### src/rtl/passwd_entry_ctrl.sv
// Keypad-to-password-register sequencer: pairs digits onto d1/d2 and strobes y0/y1/y2.
// Define PASSWD_TIMEOUT_EN to build the inactivity auto-abort counter.
module passwd_entry_ctrl #(
  parameter int unsigned TIMEOUT_CYCLES = 50_000_000,
  parameter int unsigned TW             = 26
) (
  input  logic       clk,
  input  logic       clr,
  input  logic       key_valid,
  input  logic [3:0] key_code,
  output logic       key_ready,
  output logic [3:0] d1,
  output logic [3:0] d2,
  output logic       y0,
  output logic       y1,
  output logic       y2,
  output logic       reg_clr,
  output logic [2:0] digit_cnt,
  output logic       entry_done,
  output logic       err,
  output logic       timeout
);

  localparam int unsigned DW = 4;
  localparam int unsigned CW = 3;
  localparam logic [DW-1:0] KEY_MAX_DIGIT = 4'd9;
  localparam logic [DW-1:0] KEY_CANCEL    = 4'hB;
  localparam logic [DW-1:0] KEY_ENTER     = 4'hC;
  localparam logic [CW-1:0] MAX_DIGITS    = 3'd6;

  typedef enum logic [1:0] {
    S_IDLE    = 2'd0,
    S_COLLECT = 2'd1,
    S_LOAD    = 2'd2,
    S_FULL    = 2'd3
  } state_t;

  state_t          r_state, w_state_nxt;
  logic [DW-1:0]   r_d1, w_d1_nxt;
  logic [DW-1:0]   r_d2, w_d2_nxt;
  logic [CW-1:0]   r_cnt, w_cnt_nxt;
  logic [2:0]      r_y, w_y_nxt;
  logic            r_ready, w_ready_nxt;
  logic            r_reg_clr, w_reg_clr_nxt;
  logic            r_done, w_done_nxt;
  logic            r_err, w_err_nxt;
  logic            r_to, w_to_nxt;
  logic            w_accept;
  logic            w_is_digit;
  logic            w_expire;

  assign w_accept   = key_valid & r_ready;
  assign w_is_digit = (key_code <= KEY_MAX_DIGIT);

`ifdef PASSWD_TIMEOUT_EN
  logic [TW-1:0] r_tcnt;

  // Idle counter runs only while a partial or full entry is pending and no strobe is in flight.
  assign w_expire = (r_tcnt == TW'(TIMEOUT_CYCLES - 1)) && (r_cnt != '0) && (r_state != S_LOAD);

  always_ff @(posedge clk or negedge clr) begin
    if (!clr) begin
      r_tcnt <= '0;
    end else if (w_accept || (r_cnt == '0) || w_expire) begin
      r_tcnt <= '0;
    end else if (r_state != S_LOAD) begin
      r_tcnt <= r_tcnt + TW'(1);
    end
  end
`else
  logic w_unused_cfg;
  assign w_unused_cfg = ^{32'(TIMEOUT_CYCLES), 32'(TW)};
  assign w_expire     = 1'b0;
`endif

  // Next-state and registered-output decode; an accepted key wins over a coincident expiry.
  always_comb begin
    w_state_nxt   = r_state;
    w_d1_nxt      = r_d1;
    w_d2_nxt      = r_d2;
    w_cnt_nxt     = r_cnt;
    w_y_nxt       = '0;
    w_reg_clr_nxt = 1'b0;
    w_done_nxt    = 1'b0;
    w_err_nxt     = 1'b0;
    w_to_nxt      = 1'b0;

    if (r_state == S_LOAD) begin
      w_state_nxt = (r_cnt == MAX_DIGITS) ? S_FULL : S_COLLECT;
    end else if (w_accept) begin
      if (w_is_digit) begin
        if (r_cnt == MAX_DIGITS) begin
          w_err_nxt = 1'b1;
        end else if (!r_cnt[0]) begin
          w_d1_nxt    = key_code;
          w_d2_nxt    = '0;
          w_cnt_nxt   = r_cnt + CW'(1);
          w_state_nxt = S_COLLECT;
        end else begin
          // Pair index is cnt/2 before the increment: 1->y0, 3->y1, 5->y2.
          w_d2_nxt    = key_code;
          w_cnt_nxt   = r_cnt + CW'(1);
          w_state_nxt = S_LOAD;
          w_y_nxt     = 3'b001 << r_cnt[2:1];
        end
      end else if (key_code == KEY_ENTER) begin
        if (r_cnt == MAX_DIGITS) begin
          w_done_nxt  = 1'b1;
          w_cnt_nxt   = '0;
          w_state_nxt = S_IDLE;
        end else begin
          w_err_nxt = 1'b1;
        end
      end else if (key_code == KEY_CANCEL) begin
        w_reg_clr_nxt = 1'b1;
        w_d1_nxt      = '0;
        w_d2_nxt      = '0;
        w_cnt_nxt     = '0;
        w_state_nxt   = S_IDLE;
      end else begin
        w_err_nxt = 1'b1;
      end
    end else if (w_expire) begin
      w_reg_clr_nxt = 1'b1;
      w_to_nxt      = 1'b1;
      w_d1_nxt      = '0;
      w_d2_nxt      = '0;
      w_cnt_nxt     = '0;
      w_state_nxt   = S_IDLE;
    end

    w_ready_nxt = (w_state_nxt != S_LOAD);
  end

  // State and output registers.
  always_ff @(posedge clk or negedge clr) begin
    if (!clr) begin
      r_state   <= S_IDLE;
      r_d1      <= '0;
      r_d2      <= '0;
      r_cnt     <= '0;
      r_y       <= '0;
      r_ready   <= 1'b1;
      r_reg_clr <= 1'b0;
      r_done    <= 1'b0;
      r_err     <= 1'b0;
      r_to      <= 1'b0;
    end else begin
      r_state   <= w_state_nxt;
      r_d1      <= w_d1_nxt;
      r_d2      <= w_d2_nxt;
      r_cnt     <= w_cnt_nxt;
      r_y       <= w_y_nxt;
      r_ready   <= w_ready_nxt;
      r_reg_clr <= w_reg_clr_nxt;
      r_done    <= w_done_nxt;
      r_err     <= w_err_nxt;
      r_to      <= w_to_nxt;
    end
  end

  assign key_ready  = r_ready;
  assign d1         = r_d1;
  assign d2         = r_d2;
  assign y0         = r_y[0];
  assign y1         = r_y[1];
  assign y2         = r_y[2];
  assign reg_clr    = r_reg_clr;
  assign digit_cnt  = r_cnt;
  assign entry_done = r_done;
  assign err        = r_err;
  assign timeout    = r_to;

endmodule

### config.mk
export PLATFORM = sky130hd
export DESIGN_NAME = passwd_entry_ctrl
export DESIGN_NICKNAME = d
export VERILOG_FILES = /design/src/rtl/passwd_entry_ctrl.sv
export SDC_FILE = /design/constraint.sdc
export NUM_CORES = 1
export LEC_CHECK = 0
export BUFFER_PORTS_ARGS = -buffer_cell sky130_fd_sc_hd__buf_2
export CAP_MARGIN = 10
export CORE_MARGIN = 5
export CORE_UTILIZATION = 46
export CTS_BUF_LIST = sky130_fd_sc_hd__clkbuf_8 sky130_fd_sc_hd__clkbuf_16
export DETAILED_ROUTE_END_ITERATION = 6
export GPL_TIMING_DRIVEN = 0
export PLACE_DENSITY = 0.72
export REMOVE_ABC_BUFFERS = 1
export SYNTH_ARGS = -nofsm -noshare
export SYNTH_HDL_FRONTEND = slang
export SYNTH_SLANG_ARGS = --single-unit
### constraint.sdc
create_clock -name clk -period 2.88 [get_ports clk]
set_clock_uncertainty 0.15 [all_clocks]
set_input_delay 0.288 -clock clk [delete_from_list [all_inputs] [get_ports clk]]
set_output_delay 0.288 -clock clk [all_outputs]
set_load 0.01 [all_outputs]
==> flow_summary.yaml <==
synthesis:
  ys_ff_latch: 20
  synth_edf_count: 0
  ys_types: 35
  synthCells: 88
  ys.warnings.count: 0
  syn_avg_cell_area_sq_um: 10.6
  syn_area_sq_um: 933
  synth_flop_cell: "dfrtp_1"
  seq_area_frac_synth: 0.538
  yosysTopAreaCell: "dfrtp_1"
  async_flop_share: 1.00
  yosys-top-cells-area: "dfrtp_1 (51%), nand2_1 (5.2%), o21ai_1 (3.2%), dfstp_2 (2.8%), ha_1 (2.7%)"
  synth_top_area_frac: 0.509
global_route:
  grt-ovfl-total: 0
  track_usage: 0.147
  antenna_found_initial: 0
  grt_pass1_wl_um: 3170
  grt_pass1_vias: 709
  grt_max_degree: 21
clocking:
  cts-root-buf: "clkbuf_8"
  cts_tree: "yes"
  postCtsSetupBuffers: 0
  clk_pin_slew_ns: 0.07
  numCtsBuffers: 3
  htreeDepth: 1
  cts_buffer_depth: 2
  cts_sinks: 20
  clk_latency_ns: 0.26
floorplanning:
  die-height_um: 55.0
  core_sq_um: 1940
  dieArea_sq_um: 3030
  fp.dieW_um: 55.0
  num_rows: 16
  initial_core_util: 0.481
  pin_count: 26
timing:
  setup_viol: 0
  fin_crit_ns: 2.16
  finalCritPeriodShare: 0.752
  setup_tns_ns: 0
  fmax_ghz: 0.462
  setup_slack_ns: 0.715
  rsz0062_at_grt: "no"
  hold_viol: 0
  slew_viol_final: 0
run_status:
  status: "complete, no violations"
pwr:
  finalPower_mw: 1.04
  power.density_nw_per_um2: 907
  ir_worst_vdd_mv: 0.565
  p_leak_nw: 0.556
job:
  maxCapViolCount: 0
placed_design:
  gp_congestion: 0.761
  pre_cts_slack_ns: 0.786
  dp_hpwl_um: 1400
  port_buffers: 24
worst_setup_path:
  startpoint_type: "flip-flop"
  cp_slowest_cell: "dfrtp_1"
  crit_fanout: 9
  cp_cell_sequence: "inv_1, ha_1, nand2_1, a211o_4, o21bai_2, mux2_1"
  cp_top_family: "compound AO/OA/AOI/OAI gates"
  critical_path_class: "flip-flop to flip-flop"
  cp-end-kind: "flip-flop"
  cp_data_arrival_time_ns: 2.16
  critPathBufInv: 1
  cpPeakStageDelay_ns: 0.48
  crit_required_ns: 2.87
drt:
  via_per_inst: 5.43
  routedWlPerCell_um: 13.5
  first_iter_violations: 18
  drtPass1Iterations: 4
  route.detailed.drc: 0
  num_vias: 765
  wl_um: 1900
  ant_nets: 0
cells_and_area:
  fill_cells: 196
  antenna_cells: 0
  final_common_cell: "buf_2"
  area_delta_synth_final_pct: 23.1
  layout_common_cells: "buf_2 (24), dfrtp_1 (19), nand2_1 (13)"
  final_layout_size_suffix_gt1_frac: 0.298
  fin_nets: 124
min_path:
  hold_path.class: "input pin to flip-flop"
==> worst reg2reg max path, stage by stage, from the launching register on <==
cell	delay [ns]
dfrtp_1	0.48
inv_1	0.13
ha_1	0.22
nand2_1	0.11
a211o_4	0.37
o21bai_2	0.26
mux2_1	0.35
==> metrics by stage <==
stage	instances	util	hold WS (ns)	cell area [sq um]
floorplan	85	-	-0.158	913
global placement	136	0.550	0.0984	1070
detailed placement	136	0.550	0.0999	1070
CTS	141	0.591	0.109	1150
global route	141	0.591	0.131	1150
finish	141	0.591	0.117	1150
==> report_power, final <==
part / switching (mW) / internal, mW
registers: 0.0718 / 0.364
logic: 0.186 / 0.144
clock network: 0.0900 / 0.185
total: 0.348 / 0.694
==> repair_timing <==
action | in CTS | in global routing
endpoints found under the hold margin | 19 | 0
gates resized for setup | 0 | 0
endpoints found under the setup margin | 0 | 0
hold buffers | 1 | 0
==> path summary, 6_finish.rpt <==
kind	slack, ns	depth (start not counted)	from	end
max	0.72	6	digit_cnt[0]	digit_cnt[0]
min	0.12	2	key_code[0]	entry_done
max reg2reg	0.72	6	digit_cnt[0]	digit_cnt[0]
min reg2reg	0.33	2	d2[0]	d2[0]
max in group asynchronous	1.91	2	clr	key_ready
min in group asynchronous	0.34	2	clr	digit_cnt[2]
==> registers in the layout, indices dropped and copies added (netlist names) <==
name,count
digit_cnt,3
err,1
d1,4
r_y,3
reg_clr,1
entry_done,1
key_ready,1
d2,4
r_state,2
==> cell type report <==
cell class                 count  area [sq um]  share of cell area
sequential                    20           502               0.437
inverter                       2          7.51             0.00654
tap                           27          33.8              0.0294
multi-input combinational     63           404               0.352
timing repair buffer          25           130               0.113
clock buffer                   3          41.3              0.0359
clock inverter                 1          30.0              0.0261
==> synthesized netlist by cell type (2+ instances only) <==
| cell | instances |
|---|---|
| dfrtp_1 | 19 |
| nand2_1 | 13 |
| o21ai_1 | 6 |
| nor2_1 | 5 |
| nor3_1 | 4 |
| nor4_1 | 3 |
| a211o_1 | 2 |
| a21oi_1 | 2 |
| a22o_1 | 2 |
| buf_4 | 2 |
| ha_1 | 2 |
| inv_1 | 2 |
| nand2b_1 | 2 |
| nand3_1 | 2 |
| o21a_1 | 2 |
==> kinds of logic after synthesis <==
logic type | Yosys count | synth area share
other | 1 | 0.00402
multiplexers | 1 | 0.0121
AND/OR/NAND/NOR | 37 | 0.206
flip-flops | 20 | 0.538
adder cells (fa/ha/maj) | 2 | 0.0268
AO/OA/AOI/OAI | 22 | 0.184
buffers and inverters | 5 | 0.0295
==> metal layers <==
| metal | vias to the layer above | track usage | wire length [um] |
|---|---|---|---|
| met5 | - | 0 | 0 |
| met4 | 0 | 0.0891 | 42 |
| met3 | 6 | 0.0241 | 111 |
| met2 | 25 | 0.222 | 936 |
| met1 | 360 | 0.196 | 812 |
| li1 | 374 | - | - |
(Power assumes the default switching activity.)
